<file path="config.mk">
export PLATFORM = sky130hd
export DESIGN_NAME = instr_fetch_stage
export DESIGN_NICKNAME = d
export VERILOG_FILES = /design/src/rtl/riscv_pkg.sv /design/src/rtl/fetch_pc_gen.sv /design/src/rtl/instr_fetch_stage.sv
export SDC_FILE = /design/constraint.sdc
export NUM_CORES = 1
export LEC_CHECK = 0
export CAP_MARGIN = 20
export CORE_MARGIN = 3
export CORE_UTILIZATION = 47
export CTS_CLUSTER_DIAMETER = 150
export DETAILED_ROUTE_END_ITERATION = 10
export PLACE_DENSITY = 0.88
export SKIP_CTS_REPAIR_TIMING = 1
export SLEW_MARGIN = 30
export SYNTH_ARGS = -nofsm -noshare
export SYNTH_HDL_FRONTEND = slang
export SYNTH_SLANG_ARGS = --single-unit
</file>
<file path="constraint.sdc">
create_clock -name clk -period 4.9 [get_ports clk]
set_clock_uncertainty 0.15 [all_clocks]
set_input_delay 0.49 -clock clk [delete_from_list [all_inputs] [get_ports clk]]
set_output_delay 0.49 -clock clk [all_outputs]
set_load 0.01 [all_outputs]
</file>
<file path="src/rtl/riscv_pkg.sv">
// Shared fetch-stage types: fault causes, fetch FSM states and the IF/ID register layout.
package riscv_pkg;

    localparam logic [31:0] NOP_INSTR = 32'h0000_0013;

    typedef enum logic [1:0] {FC_NONE, FC_MISALIGN, FC_RANGE} fetch_fault_e;
    typedef enum logic [1:0] {F_RUN, F_HALT, F_FAULT} fetch_state_e;

    typedef struct packed {
        logic        valid;
        logic [31:0] instr;
        logic [31:0] pc;
        logic [31:0] pc_plus4;
    } if_id_t;

    // Sequential PC step; wraps modulo 2^32.
    function automatic logic [31:0] pc_inc(input logic [31:0] pc);
        return pc + 32'd4;
    endfunction

endpackage

</file>
<file path="src/rtl/fetch_pc_gen.sv">
// Program counter register with next-PC selection and the misalign / out-of-range fetch checks.
module fetch_pc_gen
    import riscv_pkg::*;
#(
    parameter logic [31:0] RESET_PC   = 32'h0000_0000,
    parameter int          IMEM_WORDS = 64
) (
    input  logic        clk,
    input  logic        reset,
    input  logic        run,
    input  logic        stall,
    input  logic        halt_req,
    input  logic        redirect_valid,
    input  logic [31:0] redirect_target,
    output logic [31:0] pc,
    output logic [31:0] pc_plus4,
    output logic        misalign,
    output logic        range_err
);

    // Widened by one bit so a 2^30-word memory limit still compares correctly.
    localparam logic [32:0] PC_LIMIT = 33'(IMEM_WORDS) * 33'd4;

    logic [31:0] pc_p0;
    logic [31:0] pc_d;

    assign pc        = pc_p0;
    assign pc_plus4  = pc_inc(pc_p0);
    assign misalign  = redirect_valid && (redirect_target[1:0] != 2'b00);
    assign range_err = {1'b0, pc_p0} >= PC_LIMIT;

    always_comb begin
        pc_d = pc_p0;
        if (run) begin
            if (redirect_valid) begin
                if (!misalign) begin
                    pc_d = redirect_target;
                end
            end else if (!stall && !range_err && !halt_req) begin
                pc_d = pc_inc(pc_p0);
            end
        end
    end

    always_ff @(posedge clk) begin
        if (reset) begin
            pc_p0 <= RESET_PC;
        end else begin
            pc_p0 <= pc_d;
        end
    end

endmodule

</file>
<file path="src/rtl/instr_fetch_stage.sv">
// Fetch stage: drives ins_mem from the PC, registers the returned word into IF/ID and
// stops on an all-zero word (halt) or an illegal fetch address (fault).
module instr_fetch_stage
    import riscv_pkg::*;
#(
    parameter logic [31:0] RESET_PC     = 32'h0000_0000,
    parameter int          IMEM_WORDS   = 64,
    parameter bit          HALT_ON_ZERO = 1'b1
) (
    input  logic        clk,
    input  logic        reset,
    output logic [31:0] imem_addr,
    input  logic [31:0] imem_instr,
    input  logic        redirect_valid,
    input  logic [31:0] redirect_target,
    input  logic        id_stall,
    output logic        if_id_valid,
    output logic [31:0] if_id_instr,
    output logic [31:0] if_id_pc,
    output logic [31:0] if_id_pc_plus4,
    output logic        halted,
    output logic        fault,
    output logic [1:0]  fault_cause,
    output logic [31:0] fetch_count
);

    fetch_state_e state_q, state_d;
    fetch_fault_e cause_q, cause_d;
    if_id_t       if_id_p1, if_id_d;
    logic [31:0]  count_q, count_d;

    logic [31:0]  pc;
    logic [31:0]  pc_plus4;
    logic         misalign;
    logic         range_err;
    logic         zero_word;
    logic         run;

    assign run       = (state_q == F_RUN);
    assign zero_word = HALT_ON_ZERO && (imem_instr == 32'h0000_0000);

    fetch_pc_gen #(
        .RESET_PC   (RESET_PC),
        .IMEM_WORDS (IMEM_WORDS)
    ) u_pc_gen (
        .clk             (clk),
        .reset           (reset),
        .run             (run),
        .stall           (id_stall),
        .halt_req        (zero_word && !range_err),
        .redirect_valid  (redirect_valid),
        .redirect_target (redirect_target),
        .pc              (pc),
        .pc_plus4        (pc_plus4),
        .misalign        (misalign),
        .range_err       (range_err)
    );

    always_comb begin
        state_d = state_q;
        cause_d = cause_q;
        if_id_d = if_id_p1;
        count_d = count_q;
        unique case (state_q)
            F_RUN: begin
                if (redirect_valid) begin
                    if_id_d.valid = 1'b0;
                    if_id_d.instr = NOP_INSTR;
                    if (misalign) begin
                        state_d = F_FAULT;
                        cause_d = FC_MISALIGN;
                    end
                end else if (!id_stall) begin
                    // Range is tested first: an out-of-range word from ins_mem is meaningless.
                    if (range_err) begin
                        state_d       = F_FAULT;
                        cause_d       = FC_RANGE;
                        if_id_d.valid = 1'b0;
                        if_id_d.instr = NOP_INSTR;
                    end else if (zero_word) begin
                        state_d       = F_HALT;
                        if_id_d.valid = 1'b0;
                        if_id_d.instr = NOP_INSTR;
                    end else begin
                        if_id_d = '{valid: 1'b1, instr: imem_instr, pc: pc, pc_plus4: pc_plus4};
                        count_d = count_q + 32'd1;
                    end
                end
            end
            default: begin
                if_id_d.valid = 1'b0;
                if_id_d.instr = NOP_INSTR;
            end
        endcase
    end

    // IF/ID stage boundary
    always_ff @(posedge clk) begin
        if (reset) begin
            state_q  <= F_RUN;
            cause_q  <= FC_NONE;
            if_id_p1 <= '{valid: 1'b0, instr: NOP_INSTR, pc: 32'h0, pc_plus4: 32'h0};
            count_q  <= 32'h0;
        end else begin
            state_q  <= state_d;
            cause_q  <= cause_d;
            if_id_p1 <= if_id_d;
            count_q  <= count_d;
        end
    end

    assign imem_addr      = pc;
    assign if_id_valid    = if_id_p1.valid;
    assign if_id_instr    = if_id_p1.instr;
    assign if_id_pc       = if_id_p1.pc;
    assign if_id_pc_plus4 = if_id_p1.pc_plus4;
    assign halted         = (state_q == F_HALT);
    assign fault          = (state_q == F_FAULT);
    assign fault_cause    = cause_q;
    assign fetch_count    = count_q;

endmodule

</file>
==> impl_metrics.json, run 1 <==
{
  "min_period_ps": 3530,
  "grt_overflow": 0,
  "place_ws_ps": 1140,
  "crit_chain": "nor4_1 > nand4_1 > nor4_1 > nand4_1 > or4_1 > a21oi_1",
  "r2r_end": "fetch_count[26]$_SDFFE_PP0P_",
  "critPathSlowestCell": "nand4_1",
  "num_vias": 5784,
  "fmax_mhz": 283,
  "synth-async-reset-ratio_pct": 0,
  "grt_max_degree": 56,
  "crit_fanout": 23,
  "finalMaxSlewViolations": 0,
  "fin_nets": 956,
  "syn_nets": 747,
  "synth_edf_count": 0,
  "drt_pass1_iterations": 7,
  "setup_tns_ps": 0,
  "reg2reg_slack_ps": 1370,
  "max_slew_margin_pct": 37.0,
  "cp.arrival_ps": 3730,
  "cts_made_buffers": 17,
  "path_buf_inv": 0,
  "dieArea_um2": 14200,
  "syn-instance-count": 676,
  "power.density_nw_per_um2": 342,
  "initial_core_util_pct": 49.0,
  "ys.flop_type": "dfxtp_1",
  "grt_pass1_wl_um": 28600,
  "crit_cells": 6,
  "gp_congestion": 0.817,
  "crit_type": "register to register",
  "h-tree-depth": 4,
  "grt_util_all_layers_pct": 25.3,
  "hold_path.class": "register to register",
  "crit_path_start_kind": "register",
  "fin_area_um2": 9050,
  "cts_tree": "built",
  "cp_slowest_stage_delay_ps": 740,
  "critPathCapture": "fetch_count[26]$_SDFFE_PP0P_",
  "drt-total-wl_um": 18300,
  "finalSetupViolCount": 0,
  "clk_path_buf_depth": 2,
  "vias_per_cell": 5.43,
  "dpl_cell_area_um2": 8410,
  "grt_pass1_vias": 5513,
  "drc_errors": 0,
  "wire_per_inst_um": 17.2,
  "antenna_found_initial": 0,
  "ff2ff_path_depth": 6,
  "dp_hpwl_um": 12500,
  "total_leakage_power_nw": 3.09,
  "synth-seq-cells": 163,
  "io_pins": 233,
  "timing.final.crit_share_pct": 72.1,
  "reg2reg_from": "u_pc_gen.pc[19]$_SDFFE_PP0P_",
  "finalHoldViolations": 0,
  "power.total_mw": 3.09,
  "drtAntennaViolNets": 0,
  "syn_to_final_growth_pct": 50.7,
  "rsz0062_at_grt": "no",
  "port_buffers": 232,
  "irDropWorstVdd_mv": 0.249,
  "clk_latency_ps": 420,
  "drive_above_1_share_pct": 5.46,
  "row_count": 40,
  "status": "completed",
  "die_w_um": 119,
  "setup_ws_ps": 1370,
  "ys_seq_area_share_pct": 54.3,
  "synth_cell_types": 38,
  "yosys_warnings": 0,
  "crit_family": "simple AND/OR/NAND/NOR gates",
  "cp-startpoint": "u_pc_gen.pc[19]$_SDFFE_PP0P_",
  "worstMarginPinSlew_ps": 937,
  "crit_required_ps": 5100,
  "die-height_um": 119,
  "clk_pin_slew_worst_paths_ps": 60,
  "diodes": 0,
  "crit_path_end_kind": "register",
  "drt_first_iter_violations": 399,
  "synth_area_um2": 6010,
  "fp.coreArea_um2": 12300,
  "clock_sinks": 163,
  "maxCapViolCount": 0,
  "cts-root-buf": "clkbuf_16",
  "syn_area_per_cell_um2": 8.88
}
[flip-flops by register name, summed over array words and instances (netlist names)]
register,flops
if_id_instr,32
if_id_pc,32
if_id_valid,1
u_pc_gen.pc,32
state_q,2
if_id_pc_plus4,30
fetch_count,32
fault_cause,2
[worst register-to-register path: cells and delay by family (launching register included)]
kind               cells  cell delay, ps
and+or+nand+nor        5            2830
DFF                    1             320
AOI/OAI and AO/OA      1             160
[cell type report]
class,instances,area (µm²)
Clock buffer,20,457
Clock inverter,12,178
Fill cell,907,3210
Inverter,9,33.8
Multi-Input combinational cell,455,2530
Sequential cell,163,3260
Tap cell,168,210
Timing Repair Buffer,239,2370
[worst min-delay path by stage]
stage | from | endpoint | depth (start not counted)
after global routing | if_id_pc[24]$_SDFFE_PP0P_ | if_id_pc[24]$_SDFFE_PP0P_ | 1
after CTS | if_id_pc[3]$_SDFFE_PP0P_ | if_id_pc[3]$_SDFFE_PP0P_ | 2
after global placement | if_id_pc[4]$_SDFFE_PP0P_ | if_id_pc[4]$_SDFFE_PP0P_ | 2
after detailed placement | if_id_pc_plus4[23]$_SDFFE_PP0P_ | if_id_pc_plus4[23]$_SDFFE_PP0P_ | 1
final | if_id_pc_plus4[27]$_SDFFE_PP0P_ | if_id_pc_plus4[27]$_SDFFE_PP0P_ | 1
after floorplan | u_pc_gen.pc[0]$_SDFFE_PP0P_ | if_id_pc[0]$_SDFFE_PP0P_ | 2
[metrics by stage]
step / utilization (%) / std cells / hold slack (ps)
6_report: 73.8 / 1066 / 306
5_1_grt: 73.8 / 1066 / 319
4_1_cts: 73.7 / 1066 / 306
3_5_place_dp: 68.6 / 1034 / 294
3_3_place_gp: 68.6 / 1034 / 288
2_1_floorplan: - / 676 / 295
[synth_stat cells, types with 2 or more instances]
master | count | area [µm²]
buf_4 | 4 | 30.0
nand2b_1 | 4 | 25.0
o22ai_1 | 3 | 18.8
and3_1 | 6 | 37.5
a31oi_1 | 5 | 31.3
a21oi_1 | 64 | 320
xnor2_1 | 4 | 35.0
nand3_1 | 31 | 155
or2_2 | 2 | 12.5
clkbuf_1 | 42 | 158
a22oi_1 | 30 | 225
o31ai_1 | 10 | 75.1
o21ai_0 | 20 | 100
ha_1 | 3 | 37.5
nand4_1 | 11 | 68.8
or3_1 | 17 | 106
inv_1 | 9 | 33.8
nor2b_1 | 3 | 18.8
a211oi_1 | 8 | 60.1
and2_1 | 48 | 300
nor4_1 | 16 | 100
nor2_1 | 53 | 199
dfxtp_1 | 163 | 3260
or4_1 | 12 | 90.1
nor3_1 | 7 | 35.0
mux2_2 | 2 | 22.5
nor3b_1 | 3 | 22.5
buf_2 | 2 | 10.0
xor2_1 | 4 | 35.0
nand2_1 | 82 | 308
[cells by family (layout without fill, tap and decap cells)]
family          after synthesis  after routing  share of synthesized area (%)
xor+xnor                      8              8                           1.17
flops                       163            163                           54.3
mux                           3              3                          0.542
fa+ha+maj                     3              3                          0.625
simple gates                297            297                           25.0
compound gates              144            144                           14.4
buf+inv                      58            280                           3.92
[routing by layer]
layer | GRT usage [%] | share of wire [%]
met5 | 0 | 0
met4 | 11.0 | 2.8
met3 | 9.12 | 8.1
met2 | 42.4 | 49
met1 | 29.0 | 40
[report_power, final]
group	switching (mW)	leakage (nW)	internal (mW)
clock network	0.530	0.299	0.881
registers	0.0243	1.32	1.35
logic	0.160	1.48	0.142
[cells in the final DEF, fill, tap and decap left out, types with 20 or more instances in the layout]
cell type,Yosys,final
and2_1,48,48
nand2_1,82,80
a21oi_1,64,64
dfxtp_1,163,163
o21ai_0,20,20
a22oi_1,30,30
nand3_1,31,31
nor2_1,53,52
clkdlybuf4s50_1,0,231
Power figures use the tool's default switching activity.
==> inputs of run 2 (changes only) <==
CORE_UTILIZATION = 39   (was 47)
PLACE_DENSITY = 0.79   (was 0.88)
clock period = 3.2 ns   (was 4.9 ns; I/O delays follow)
==> impl_metrics.json, run 2 (synthesis results as in run 1) <==
{
  "status": "completed",
  "drtAntennaViolNets": 0,
  "max_slew_margin_pct": 57.1,
  "clk_latency_ps": 420,
  "num_vias": 5721,
  "finalSetupViolCount": 0,
  "drt_first_iter_violations": 349,
  "grt_max_degree": 67,
  "grt_pass1_wl_um": 27900,
  "rsz0062_at_grt": "no",
  "layout_common_cells": "clkdlybuf4s50_1, dfxtp_1, nand2_1",
  "power.density_nw_per_um2": 505,
  "instances_no_fill": 1093,
  "crit_chain": "nor4_1 > nand4_1 > or4_1 > or4_1 > or3_1 > a21oi_1",
  "h-tree-depth": 4,
  "clk_pin_slew_worst_paths_ps": 70,
  "drive_above_1_share_pct": 6.27,
  "initial_core_util_pct": 40.6,
  "syn_to_final_growth_pct": 52.2,
  "drt-total-wl_um": 17800,
  "setup_tns_ps": 0,
  "fmax_mhz": 346,
  "crit_type": "register to register",
  "vias_per_cell": 5.23,
  "clk_path_buf_depth": 2,
  "power.share.sequential_pct": 45.6,
  "fin_nets": 967,
  "timing.final.crit_share_pct": 90.3,
  "crit_path_end_kind": "register",
  "diodes": 0,
  "total_leakage_power_nw": 3.14,
  "maxCapViolCount": 0,
  "cp.arrival_ps": 3090,
  "row_count": 44,
  "wire_per_inst_um": 16.3,
  "cts_tree": "built",
  "p_clk_share_pct": 44.1,
  "die_w_um": 130,
  "gp_congestion": 0.834,
  "crit_top_cell": "or4_1",
  "die-height_um": 130,
  "port_buffers": 232,
  "finalHoldViolations": 0,
  "clock_sinks": 163,
  "p_int_mw": 3.49,
  "switching_share_pct": 24.5,
  "dp_hpwl_um": 12700,
  "crit_path_start_kind": "register",
  "fp.coreArea_um2": 14800,
  "grt_util_all_layers_pct": 20.7,
  "switchingPower_mw": 1.13,
  "hold_path.class": "input port to register",
  "cts_made_buffers": 17,
  "finalMaxSlewViolations": 0,
  "grt_pass1_vias": 5409,
  "antenna_found_initial": 0,
  "crit_fanout": 7,
  "combPwrFrac_pct": 10.3,
  "crit_required_ps": 3400,
  "cp_slowest_stage_delay_ps": 640,
  "final_common_cell": "clkdlybuf4s50_1",
  "drt_pass1_iterations": 5,
  "fill_cells": 1248,
  "place_inst": 1061,
  "min_period_ps": 2890,
  "drc_errors": 0,
  "irDropWorstVdd_mv": 0.333,
  "critPathSlowestCell": "or4_1",
  "cts-root-buf": "clkbuf_16",
  "dieArea_um2": 16900,
  "worstMarginPinSlew_ps": 639,
  "io_pins": 233,
  "grt_overflow": 0
}
-- run 2: cell types whose count changed in the layout (fill, tap and decap cells not counted), sizes merged --
cell / before / now
buf: 8 / 19
bufinv: 4 / 2
inv: 11 / 14
clkinvlp: 4 / 3
-- run 2: power groups by stage --
stage	Combinational, mW	Sequential, mW	Clock, mW
after floorplan	0.205	2.16	0
after global placement	0.471	2.15	0
after detailed placement	0.472	2.15	0
after CTS	0.476	2.11	2.08
after global routing	0.516	2.11	2.15
final	0.474	2.11	2.04
-- run 2: layer usage --
| layer | vias to the layer above | global-route usage [%] | wire length [µm] |
|---|---|---|---|
| met5 | - | 0 | 0 |
| met4 | 0 | 6.78 | 348 |
| met3 | 26 | 6.71 | 1290 |
| met2 | 187 | 32.9 | 8460 |
| met1 | 2695 | 26.8 | 7720 |
| li1 | 2813 | - | - |
-- run 2: metrics by stage --
stage               util [%]  hold WS (ps)  setup slack [ps]  total power [mW]  instance area [µm²]
floorplan                  -           295               597              2.37                 6010
global placement        57.7           289               346              2.62                 8550
detailed placement      57.7           293               294              2.62                 8550
CTS                     61.7           189               326              4.66                 9140
global route            61.7           213               183              4.78                 9140
finish                  61.7           208               311              4.62                 9140
-- run 2: worst max-delay path: cells and delay by family (launching register included) --
kind	cells	cell delay [ps]
AOI/OAI and AO/OA	1	160
DFF	1	320
and+or+nand+nor	5	2190
-- run 2: worst paths after layout --
check                                             startpoint                           end  slack (ps)  cells after the start
worst max-delay path            u_pc_gen.pc[20]$_SDFFE_PP0P_  fetch_count[19]$_SDFFE_PP0P_         310                      6
worst min-delay path                                   reset   fetch_count[3]$_SDFFE_PP0P_         210                      2
worst max register to register  u_pc_gen.pc[20]$_SDFFE_PP0P_  fetch_count[19]$_SDFFE_PP0P_         310                      6
worst min register to register      if_id_pc[3]$_SDFFE_PP0P_      if_id_pc[3]$_SDFFE_PP0P_         300                      2
-- run 2: cell type report --
| class | count | area, µm² | share of cell area (%) |
|---|---|---|---|
| Inverter | 9 | 33.8 | 0.370 |
| Clock inverter | 12 | 146 | 1.60 |
| Clock buffer | 20 | 447 | 4.89 |
| Timing Repair Buffer | 250 | 2490 | 27.2 |
| Tap cell | 184 | 230 | 2.52 |
| Multi-Input combinational cell | 455 | 2530 | 27.7 |
| Sequential cell | 163 | 3260 | 35.7 |
==> inputs of run 3 (changes only) <==
PLACE_DENSITY = 0.88   (was 0.79)
==> impl_metrics.json, run 3 (synthesis results as in run 1) <==
{
  "status": "completed",
  "dieArea_um2": 16900,
  "final_common_cell": "clkdlybuf4s50_1",
  "diodes": 0,
  "setup_tns_ps": 0,
  "crit_fanout": 7,
  "clk_path_buf_depth": 2,
  "rsz0062_at_grt": "no",
  "finalMaxSlewViolations": 0,
  "drive_above_1_share_pct": 6.49,
  "power.share.sequential_pct": 46.0,
  "drc_errors": 0,
  "dp_hpwl_um": 12900,
  "finalHoldViolations": 0,
  "cp_slowest_stage_delay_ps": 640,
  "h-tree-depth": 4,
  "grt_overflow": 0,
  "cts_made_buffers": 17,
  "ff2ff_path_depth": 6,
  "clk_pin_slew_worst_paths_ps": 70,
  "die_w_um": 130,
  "total_leakage_power_nw": 3.12,
  "row_count": 44,
  "drtAntennaViolNets": 0,
  "p_int_mw": 3.45,
  "place_inst": 1061,
  "crit_top_cell": "or4_1",
  "hold-path-cell-count": 2,
  "die-height_um": 130,
  "vias_per_cell": 5.26,
  "antenna_found_initial": 0,
  "grt_util_all_layers_pct": 20.8,
  "clock_sinks": 163,
  "grt_pass1_vias": 5567,
  "gp_congestion": 0.852,
  "drt_pass1_iterations": 5,
  "crit_path_end_kind": "register",
  "cp.arrival_ps": 3190,
  "crit_type": "register to register",
  "num_vias": 5748,
  "reg2reg_from": "u_pc_gen.pc[8]$_SDFFE_PP0P_",
  "holdWs_ps": 228,
  "crit_family": "simple AND/OR/NAND/NOR gates",
  "grt_pass1_wl_um": 27900,
  "maxCapViolCount": 0,
  "instances_no_fill": 1093,
  "fin_nets": 967,
  "place_ws_ps": 274,
  "cts_tree": "built",
  "initial_core_util_pct": 40.6,
  "hold_path.class": "input port to register",
  "combPwrFrac_pct": 10.2,
  "cts-root-buf": "clkbuf_16",
  "io_pins": 233,
  "fp.coreArea_um2": 14800,
  "port_buffers": 232,
  "switchingPower_mw": 1.13,
  "crit_path_start_kind": "register",
  "path_buf_inv": 0,
  "min-delay-start": "reset",
  "crit_chain": "nor4_1 > nand4_1 > or4_1 > or4_1 > or3_1 > a21oi_1",
  "drt-total-wl_um": 17800,
  "fmax_mhz": 334,
  "grt_max_degree": 48,
  "irDropWorstVdd_mv": 0.402,
  "syn_to_final_growth_pct": 51.4,
  "reg2reg_slack_ps": 200,
  "clk_latency_ps": 420,
  "p_clk_share_pct": 43.8,
  "worstMarginPinSlew_ps": 588,
  "timing.final.crit_share_pct": 93.6,
  "crit_required_ps": 3400,
  "r2r_end": "fetch_count[23]$_SDFFE_PP0P_",
  "layout_common_cells": "clkdlybuf4s50_1, dfxtp_1, nand2_1",
  "wire_per_inst_um": 16.3,
  "min_period_ps": 3000,
  "setup_ws_ps": 205,
  "min_to": "fetch_count[2]$_SDFFE_PP0P_",
  "fin_area_um2": 9090,
  "critPathSlowestCell": "or4_1",
  "power.density_nw_per_um2": 504,
  "max_slew_margin_pct": 60.8,
  "switching_share_pct": 24.6,
  "finalSetupViolCount": 0,
  "drt_first_iter_violations": 394,
  "dpl_cell_area_um2": 8510
}
[run 3: changes by cell type in the layout (fill, tap and decap cells not counted)]
cell and delta:
clkbuf_8 -1, buf_12 -3, clkinv_2 +4, inv_6 -1, buf_4 +3, clkbuf_1 -2
[run 3: worst register-to-register path, cell delays in order (launching register included)]
cell and delay [ps]:
dfxtp_1 370, nor4_1 400, nand4_1 250, or4_1 600, or4_1 640, or3_1 390
a21oi_1 130
[run 3: layout make-up]
class,instances,area [µm²]
clock buffer,17,425
timing repair buffer,250,2450
multi-input combinational,455,2530
sequential,163,3260
inverter,9,33.8
clock inverter,15,158
fill,1228,5720
tap,184,230
[run 3: worst max-delay path by stage]
stage                                      from                      endpoint  slack (ps)  depth (start not counted)
floorplan           u_pc_gen.pc[8]$_SDFFE_PP0P_  fetch_count[23]$_SDFFE_PP0P_         600                          7
global route        u_pc_gen.pc[8]$_SDFFE_PP0P_  fetch_count[24]$_SDFFE_PP0P_         110                          8
global placement    u_pc_gen.pc[8]$_SDFFE_PP0P_  fetch_count[23]$_SDFFE_PP0P_         290                          6
CTS                 u_pc_gen.pc[8]$_SDFFE_PP0P_  fetch_count[23]$_SDFFE_PP0P_         250                          6
finish              u_pc_gen.pc[8]$_SDFFE_PP0P_  fetch_count[23]$_SDFFE_PP0P_         200                          6
detailed placement  u_pc_gen.pc[8]$_SDFFE_PP0P_  fetch_count[23]$_SDFFE_PP0P_         270                          6
[run 3: through the flow]
step,util [%],power (mW)
floorplan,-,2.37
global placement,57.5,2.61
detailed placement,57.5,2.62
CTS,61.4,4.63
global route,61.4,4.76
finish,61.4,4.58
[run 3: layer usage]
layer,global-route usage [%],vias up,routed length (µm)
met4,8.13,0,469
met1,25.7,2697,7370
met3,7.65,32,1370
met2,33.0,202,8590
li1,-,2817,-
met5,0,-,0
[run 3: power by group through the flow]
stage               Clock, mW  Combinational [mW]  Sequential, mW
floorplan                   0               0.205            2.16
global placement            0               0.462            2.15
detailed placement          0               0.467            2.15
CTS                      2.05               0.470            2.11
global route             2.13               0.513            2.11
finish                   2.01               0.469            2.11
